`config.mk`:
```
export PLATFORM = sky130hd
export DESIGN_NAME = usb_frame_scheduler
export DESIGN_NICKNAME = d
export VERILOG_FILES = /design/src/rtl/usb_frame_scheduler.sv
export SDC_FILE = /design/constraint.sdc
export NUM_CORES = 1
export LEC_CHECK = 0
export ABC_AREA = 1
export BUFFER_PORTS_ARGS = -buffer_cell sky130_fd_sc_hd__buf_2
export CORE_MARGIN = 4
export CORE_UTILIZATION = 49
export CTS_CLUSTER_SIZE = 10
export DETAILED_ROUTE_END_ITERATION = 8
export GPL_TIMING_DRIVEN = 0
export PLACE_DENSITY = 0.69
export SLEW_MARGIN = 0
export SYNTH_ARGS = -nofsm -noshare
export SYNTH_HDL_FRONTEND = slang
export SYNTH_SLANG_ARGS = --single-unit
```
`constraint.sdc`:
```
create_clock -name clk_i -period 2.9 [get_ports clk_i]
set_clock_uncertainty 0.05 [all_clocks]
set_input_delay 0.58 -clock clk_i [delete_from_list [all_inputs] [get_ports clk_i]]
set_output_delay 0.58 -clock clk_i [all_outputs]
set_load 0.05 [all_outputs]
```
`src/rtl/usb_frame_scheduler.sv`:
```
// USB1.1 host transmit sequencer: frame timer, SOF/keep-alive, single token path, bus reset.
// Optional build macro USB_LS_KEEPALIVE_EN: LS mode sends a PID-only SOF as keep-alive.
module usb_frame_scheduler #(
    parameter int FRAME_CLKS    = 48000,
    parameter int RESET_CLKS    = 480000,
    parameter int RECOVERY_CLKS = 480000,
    parameter int GUARD_CLKS    = 2400
) (
    input  logic        clk_i,
    input  logic        rst_i,
    input  logic        enable_i,
    input  logic        ls_mode_i,
    input  logic        pre_i,
    input  logic        bus_reset_i,
    input  logic        tok_valid_i,
    input  logic [3:0]  tok_pid_i,
    input  logic [6:0]  tok_addr_i,
    input  logic [3:0]  tok_ep_i,
    output logic        tok_ready_o,
    output logic        tok_done_o,
    output logic [7:0]  utmi_data_out_o,
    output logic        utmi_txvalid_o,
    input  logic        utmi_txready_i,
    input  logic        utmi_rxactive_i,
    output logic [1:0]  utmi_xcvrselect_o,
    output logic        utmi_termselect_o,
    output logic [1:0]  utmi_op_mode_o,
    output logic        utmi_dppulldown_o,
    output logic        utmi_dmpulldown_o,
    output logic        sof_o,
    output logic [10:0] frame_num_o,
    output logic        reset_active_o
);
    // state   | meaning
    // IDLE    | waiting; arbitrates bus reset, SOF, token
    // BUS_RST | driving SE0 on the bus
    // RECOVER | post-reset idle before first SOF
    // SOF_*   | SOF PID, frame low byte, {crc5, frame high}
    // TOK_*   | token PID, {ep[0], addr}, {crc5, ep[3:1]}
    typedef enum logic [3:0] {
        IDLE, BUS_RST, RECOVER, SOF_PID, SOF_B1, SOF_B2, TOK_PID, TOK_B1, TOK_B2
    } state_t;

    localparam int TW      = $clog2(FRAME_CLKS);
    localparam int DUR_MAX = (RESET_CLKS > RECOVERY_CLKS) ? RESET_CLKS : RECOVERY_CLKS;
    localparam int DW      = $clog2(DUR_MAX);
    localparam logic [TW-1:0] TIMER_LAST = TW'(FRAME_CLKS - 1);
    localparam logic [TW-1:0] TOK_LIMIT  = TW'(FRAME_CLKS - GUARD_CLKS);
    localparam logic [DW-1:0] RST_LOAD   = DW'(RESET_CLKS - 1);
    localparam logic [DW-1:0] REC_LOAD   = DW'(RECOVERY_CLKS - 1);

    state_t        state_q, state_d;
    logic [TW-1:0] timer_q;
    logic [10:0]   frame_q;
    logic          sof_pending_q;
    logic [DW-1:0] dur_q;
    logic          bus_reset_q;
    logic          rst_edge_q;
    logic [3:0]    pid_q;
    logic [10:0]   fld_q;
    logic          sof_start;
    logic          tok_start;
    logic          counting;
    logic          wrap;
    logic [4:0]    crc_tx;

    // Returned in wire order: bit 0 is the first CRC bit on the bus.
    function automatic logic [4:0] crc5_tx(input logic [10:0] d);
        logic [4:0] c;
        c = 5'h1f;
        for (int i = 0; i < 11; i++) begin
            if (c[4] ^ d[i]) c = {c[3:0], 1'b0} ^ 5'b00101;
            else             c = {c[3:0], 1'b0};
        end
        c = ~c;
        return {c[0], c[1], c[2], c[3], c[4]};
    endfunction

    assign crc_tx   = crc5_tx(fld_q);
    assign counting = enable_i && (state_q != BUS_RST) && (state_q != RECOVER);
    assign wrap     = counting && (timer_q == TIMER_LAST);

    always_ff @(posedge clk_i or posedge rst_i) begin
        if (rst_i) state_q <= IDLE;
        else       state_q <= state_d;
    end

    always_comb begin
        state_d    = state_q;
        sof_start  = 1'b0;
        tok_start  = 1'b0;
        tok_done_o = 1'b0;
        if (rst_edge_q) begin
            state_d = BUS_RST;
        end else begin
            case (state_q)
                IDLE: begin
                    if (enable_i && sof_pending_q && !utmi_rxactive_i) begin
                        sof_start = 1'b1;
`ifdef USB_LS_KEEPALIVE_EN
                        state_d = SOF_PID;
`else
                        state_d = ls_mode_i ? IDLE : SOF_PID;
`endif
                    end else if (enable_i && tok_valid_i && !utmi_rxactive_i &&
                                 (timer_q < TOK_LIMIT) && !sof_pending_q) begin
                        tok_start = 1'b1;
                        state_d   = TOK_PID;
                    end
                end
                BUS_RST: if (dur_q == '0) state_d = RECOVER;
                RECOVER: if (dur_q == '0) state_d = IDLE;
                SOF_PID: begin
                    if (utmi_txready_i) begin
`ifdef USB_LS_KEEPALIVE_EN
                        state_d = ls_mode_i ? IDLE : SOF_B1;
`else
                        state_d = SOF_B1;
`endif
                    end
                end
                SOF_B1:  if (utmi_txready_i) state_d = SOF_B2;
                SOF_B2:  if (utmi_txready_i) state_d = IDLE;
                TOK_PID: if (utmi_txready_i) state_d = TOK_B1;
                TOK_B1:  if (utmi_txready_i) state_d = TOK_B2;
                TOK_B2: begin
                    if (utmi_txready_i) begin
                        state_d    = IDLE;
                        tok_done_o = 1'b1;
                    end
                end
                default: state_d = IDLE;
            endcase
        end
    end

    always_ff @(posedge clk_i or posedge rst_i) begin
        if (rst_i) begin
            timer_q       <= '0;
            frame_q       <= '0;
            sof_pending_q <= 1'b0;
            dur_q         <= '0;
            bus_reset_q   <= 1'b0;
            rst_edge_q    <= 1'b0;
            pid_q         <= '0;
            fld_q         <= '0;
        end else begin
            bus_reset_q <= bus_reset_i;
            rst_edge_q  <= bus_reset_i & ~bus_reset_q;

            if (rst_edge_q)                              dur_q <= RST_LOAD;
            else if (state_q == BUS_RST && dur_q == '0)  dur_q <= REC_LOAD;
            else if (dur_q != '0)                        dur_q <= dur_q - 1'b1;

            if (rst_edge_q || !enable_i) timer_q <= '0;
            else if (wrap)               timer_q <= '0;
            else if (counting)           timer_q <= timer_q + 1'b1;

            if (rst_edge_q)  frame_q <= '0;
            else if (wrap)   frame_q <= frame_q + 1'b1;

            // A wrap always wins so at most one SOF is ever owed.
            if (rst_edge_q || wrap) sof_pending_q <= 1'b1;
            else if (sof_start)     sof_pending_q <= 1'b0;

            if (sof_start) begin
                pid_q <= 4'h5;
                fld_q <= frame_q;
            end else if (tok_start) begin
                pid_q <= tok_pid_i;
                fld_q <= {tok_ep_i, tok_addr_i};
            end
        end
    end

    always_comb begin
        utmi_txvalid_o  = 1'b0;
        utmi_data_out_o = 8'h00;
        case (state_q)
            SOF_PID, TOK_PID: begin
                utmi_txvalid_o  = 1'b1;
                utmi_data_out_o = {~pid_q, pid_q};
            end
            SOF_B1, TOK_B1: begin
                utmi_txvalid_o  = 1'b1;
                utmi_data_out_o = fld_q[7:0];
            end
            SOF_B2, TOK_B2: begin
                utmi_txvalid_o  = 1'b1;
                utmi_data_out_o = {crc_tx, fld_q[10:8]};
            end
            default: ;
        endcase
    end

    always_comb begin
        utmi_termselect_o = 1'b0;
        utmi_dppulldown_o = 1'b1;
        utmi_dmpulldown_o = 1'b1;
        if (state_q == BUS_RST) begin
            utmi_xcvrselect_o = 2'b00;
            utmi_op_mode_o    = 2'b10;
        end else begin
            utmi_xcvrselect_o = ls_mode_i ? 2'b10 : (pre_i ? 2'b11 : 2'b01);
            utmi_op_mode_o    = 2'b00;
        end
    end

    assign sof_o          = sof_start;
    assign tok_ready_o    = tok_start;
    assign frame_num_o    = frame_q;
    assign reset_active_o = (state_q == BUS_RST) || (state_q == RECOVER);
endmodule

```
==> results.md <==
- Critical Path Max Stage Delay: 450 ps
- Register bit count reported by yosys: 68
- Syn avg cell area: 6.91 um2
- Power density cells: 796 nW/um2
- Final hold vios: 0
- CP Max Fanout: 6
- Commonest cells after routing, fill and taps aside: nand2_1 (202), inv_1 (76), nor2_1 (69)
- Clock Root Buffer: clkbuf_8
- Netlist cell types: 42
- Total net switching power: 1900 uW
- Crit Path Category: reg2out
- Die ar.: around 11,000 um2
- Fmax: ~0.37 GHz
- Iter 0 DRT Violations: 203
- Share of layout cells above drive strength 1: 15.8%
- Internal power: 2250 uW
- Critical Path RT: 2270 ps
- Gr ovfl total: 0
- CTS Hold Bufs: 0
- TritonCTS clock tree: built
- Vias per cell: 5.24
- RSZ-0062 raised after global routing: false
- DP HPWL: 8520 um
- Worst reg2reg setup slack: 870 ps
- DRC: 0
- CTS Buf Count: 9
- Rows: 34
- H-tree Lvls: 3
- Max cap viols: 0
- Post-synth top area share: 37.3%
- Area delta synth->final: 14.3%
- Actual slew at the worst max-slew pin: 850 ps
- Period minus WS final: 2700 ps
- Clock Latency Late Sink: 360 ps
- Critical Path Most Common Cell: inv_1
- Final setup violation count: 0
- Die H: between 100 and 150 um
- Sequential share of the synthesized area: 37.3%
- Reg power frac: 30.0%
- Placed cell area: 4950 um2
- N_diodes: 0
- Core area: 8890 um2
- Reg clk slew, reported paths: 70 ps
- Headroom to the max-slew limit: 43.3%
- Total Routing Usage GR: 21.3%
- Combinational cell fraction of total power: 46.2%
- Setup TNS Final: 0 ps
- Most common cell after layout, fill and taps aside: nand2_1
- Worst setup EP type: output port
- Clock sinks: 68
- Final Max Tran Viols: 0
- Tcrit/Tclk final: 93.0%
- Arr. time, crit path: 2070 ps
- Remaining antenna violation count: 0
- Initial antenna violation count: 0
- First-pass GRT wire length: 19,300 um
- Pre-CTS WS: 482 ps
- Fin worst setup slack: 204 ps
- Switching Share: 45.8%
- Pleak: ~0.0027 uW
- IO buf count: 50
- Starting Density: 51.3%
- Outcome: completed
- Clock share of power: 23.9%
- Gate count of the mapped netlist: 660
- Clk buf depth: 2
- Placer Congestion: 0.870
- Worst path slowest cell: dfrtp_1
- Ys Warns: 0
- Syn Std Cell Area: 4560 um2
- CP Launch Type: register
- Routed WL: 11,300 um
- I/O pins: 55
- Via count: between 4,000 and 5,000
- # nets final: between 700 and 800
- VDD IR max: 0.503 mV
- Cell accounting for the most synthesized area: dfrtp_1
- Layout Cell Area excl Fill: 5210 um2
- Synth top area cells: dfrtp_1 (37%), nand2_1 (17%), nand3_1 (7.1%), inv_1 (6.3%), nor2_1 (5.7%)
- Hold/Removal Path Class: in2reg
- Worst path cell trace: inv_1, nor2_1, nand3_1, and2_1, clkbuf_1, inv_1, nand2_1, o221ai_1, buf_2
- Pre-antenna DRT Iters: 5
- Largest net degree at the start of global routing: 69
- Wirelength per Cell: ~14 um
- Post-CTS Setup Inserts: 0
- Chip Width: 104 um
- Vias in the first global route: ~4,200
[timing repair]
item	4_1_cts	5_1_grt
endpoints found under the setup margin	0	4
hold endpoints to repair	0	0
gates resized for setup	0	3
[worst max-delay path, delay by kind of cell (launching register included)]
kind / cells / cell delay, ps
buf+inv: 4 / 690
simple gates: 4 / 500
flops: 1 / 450
compound gates: 1 / 80
[registers in the layout, summed over array words and instances, names as in the netlist]
signal	cells
frame_num_o	11
fld_q	11
rst_edge_q	1
timer_q	16
pid_q	4
bus_reset_q	1
dur_q	19
state_q	4
sof_pending_q	1
[power by group through the flow]
stage	Clock, uW	Combinational [uW]	Sequential, uW
5_1_grt	1050	2130	1270
4_1_cts	1000	1910	1240
3_5_place_dp	0	1890	1260
6_report	990	1910	1240
2_1_floorplan	0	1520	1220
3_3_place_gp	0	1870	1260
[cell families (layout without fill, tap and decap cells)]
kind of cell / after synthesis / count (layout) / share of synthesized area [%]
AND/OR/NAND/NOR: 396 / 396 / 39.7
buffers and inverters: 103 / 169 / 9.71
flip-flops: 68 / 68 / 37.3
AO/OA/AOI/OAI: 65 / 65 / 7.90
XOR/XNOR: 23 / 23 / 4.42
adder cells (fa/ha/maj): 3 / 3 / 0.823
other: 2 / 4 / 0.165
[path summary, 6_finish.rpt]
check / from / to / cells past startpoint
setup / recovery: state_q[2]$_DFFE_PP0P_ / utmi_data_out_o[2] / 9
hold / removal: bus_reset_i / bus_reset_q$_DFF_PP0_ / 1
setup reg to reg: dur_q[0]$_DFFE_PP0P_ / dur_q[2]$_DFFE_PP0P_ / 9
hold reg to reg: bus_reset_q$_DFF_PP0_ / rst_edge_q$_DFF_PP0_ / 1
max in group asynchronous: rst_i / fld_q[1]$_DFFE_PP0P_ / 2
min in group asynchronous: rst_i / dur_q[12]$_DFFE_PP0P_ / 2
[final cells by class]
class,instances,area (um2)
plain buffers,20,129
clock buffers,10,138
clock inverters,6,111
fillers,852,3680
inverters,83,317
multi-input cells,491,2430
flip-flops and latches,68,1700
well taps,108,135
repair buffers,50,253
[Yosys cell counts, drive strengths merged]
cell type,instances
nor3,7
conb,2
buf,15
ha,3
nand3b,4
xor2,18
nand4,25
nand3,68
o22ai,3
dfrtp,68
nor2,81
a31oi,4
clkbuf,5
a21oi,6
or2,1
and2,2
or3,1
xnor2,5
nand2,207
o21ai,46
o2111ai,1
o21bai,2
inv,83
o221ai,2
o211ai,1
[per-stage QoR]
| step | instances | hold slack (ps) | utilization (%) | total power, uW |
|---|---|---|---|---|
| 6_report | 836 | 313 | 58.6 | 4150 |
| 5_1_grt | 836 | 303 | 58.6 | 4450 |
| 4_1_cts | 836 | 308 | 58.5 | 4150 |
| 3_5_place_dp | 820 | 334 | 55.7 | 3150 |
| 3_3_place_gp | 820 | 332 | 55.7 | 3130 |
| 2_1_floorplan | 662 | 326 | - | 2730 |
[metal layers]
metal,global-route usage (%),routed length (um)
met3,3.91,552
met1,27.6,5070
met2,36.2,5550
met4,6.46,129
met5,0,0
(Power assumes the default switching activity.)
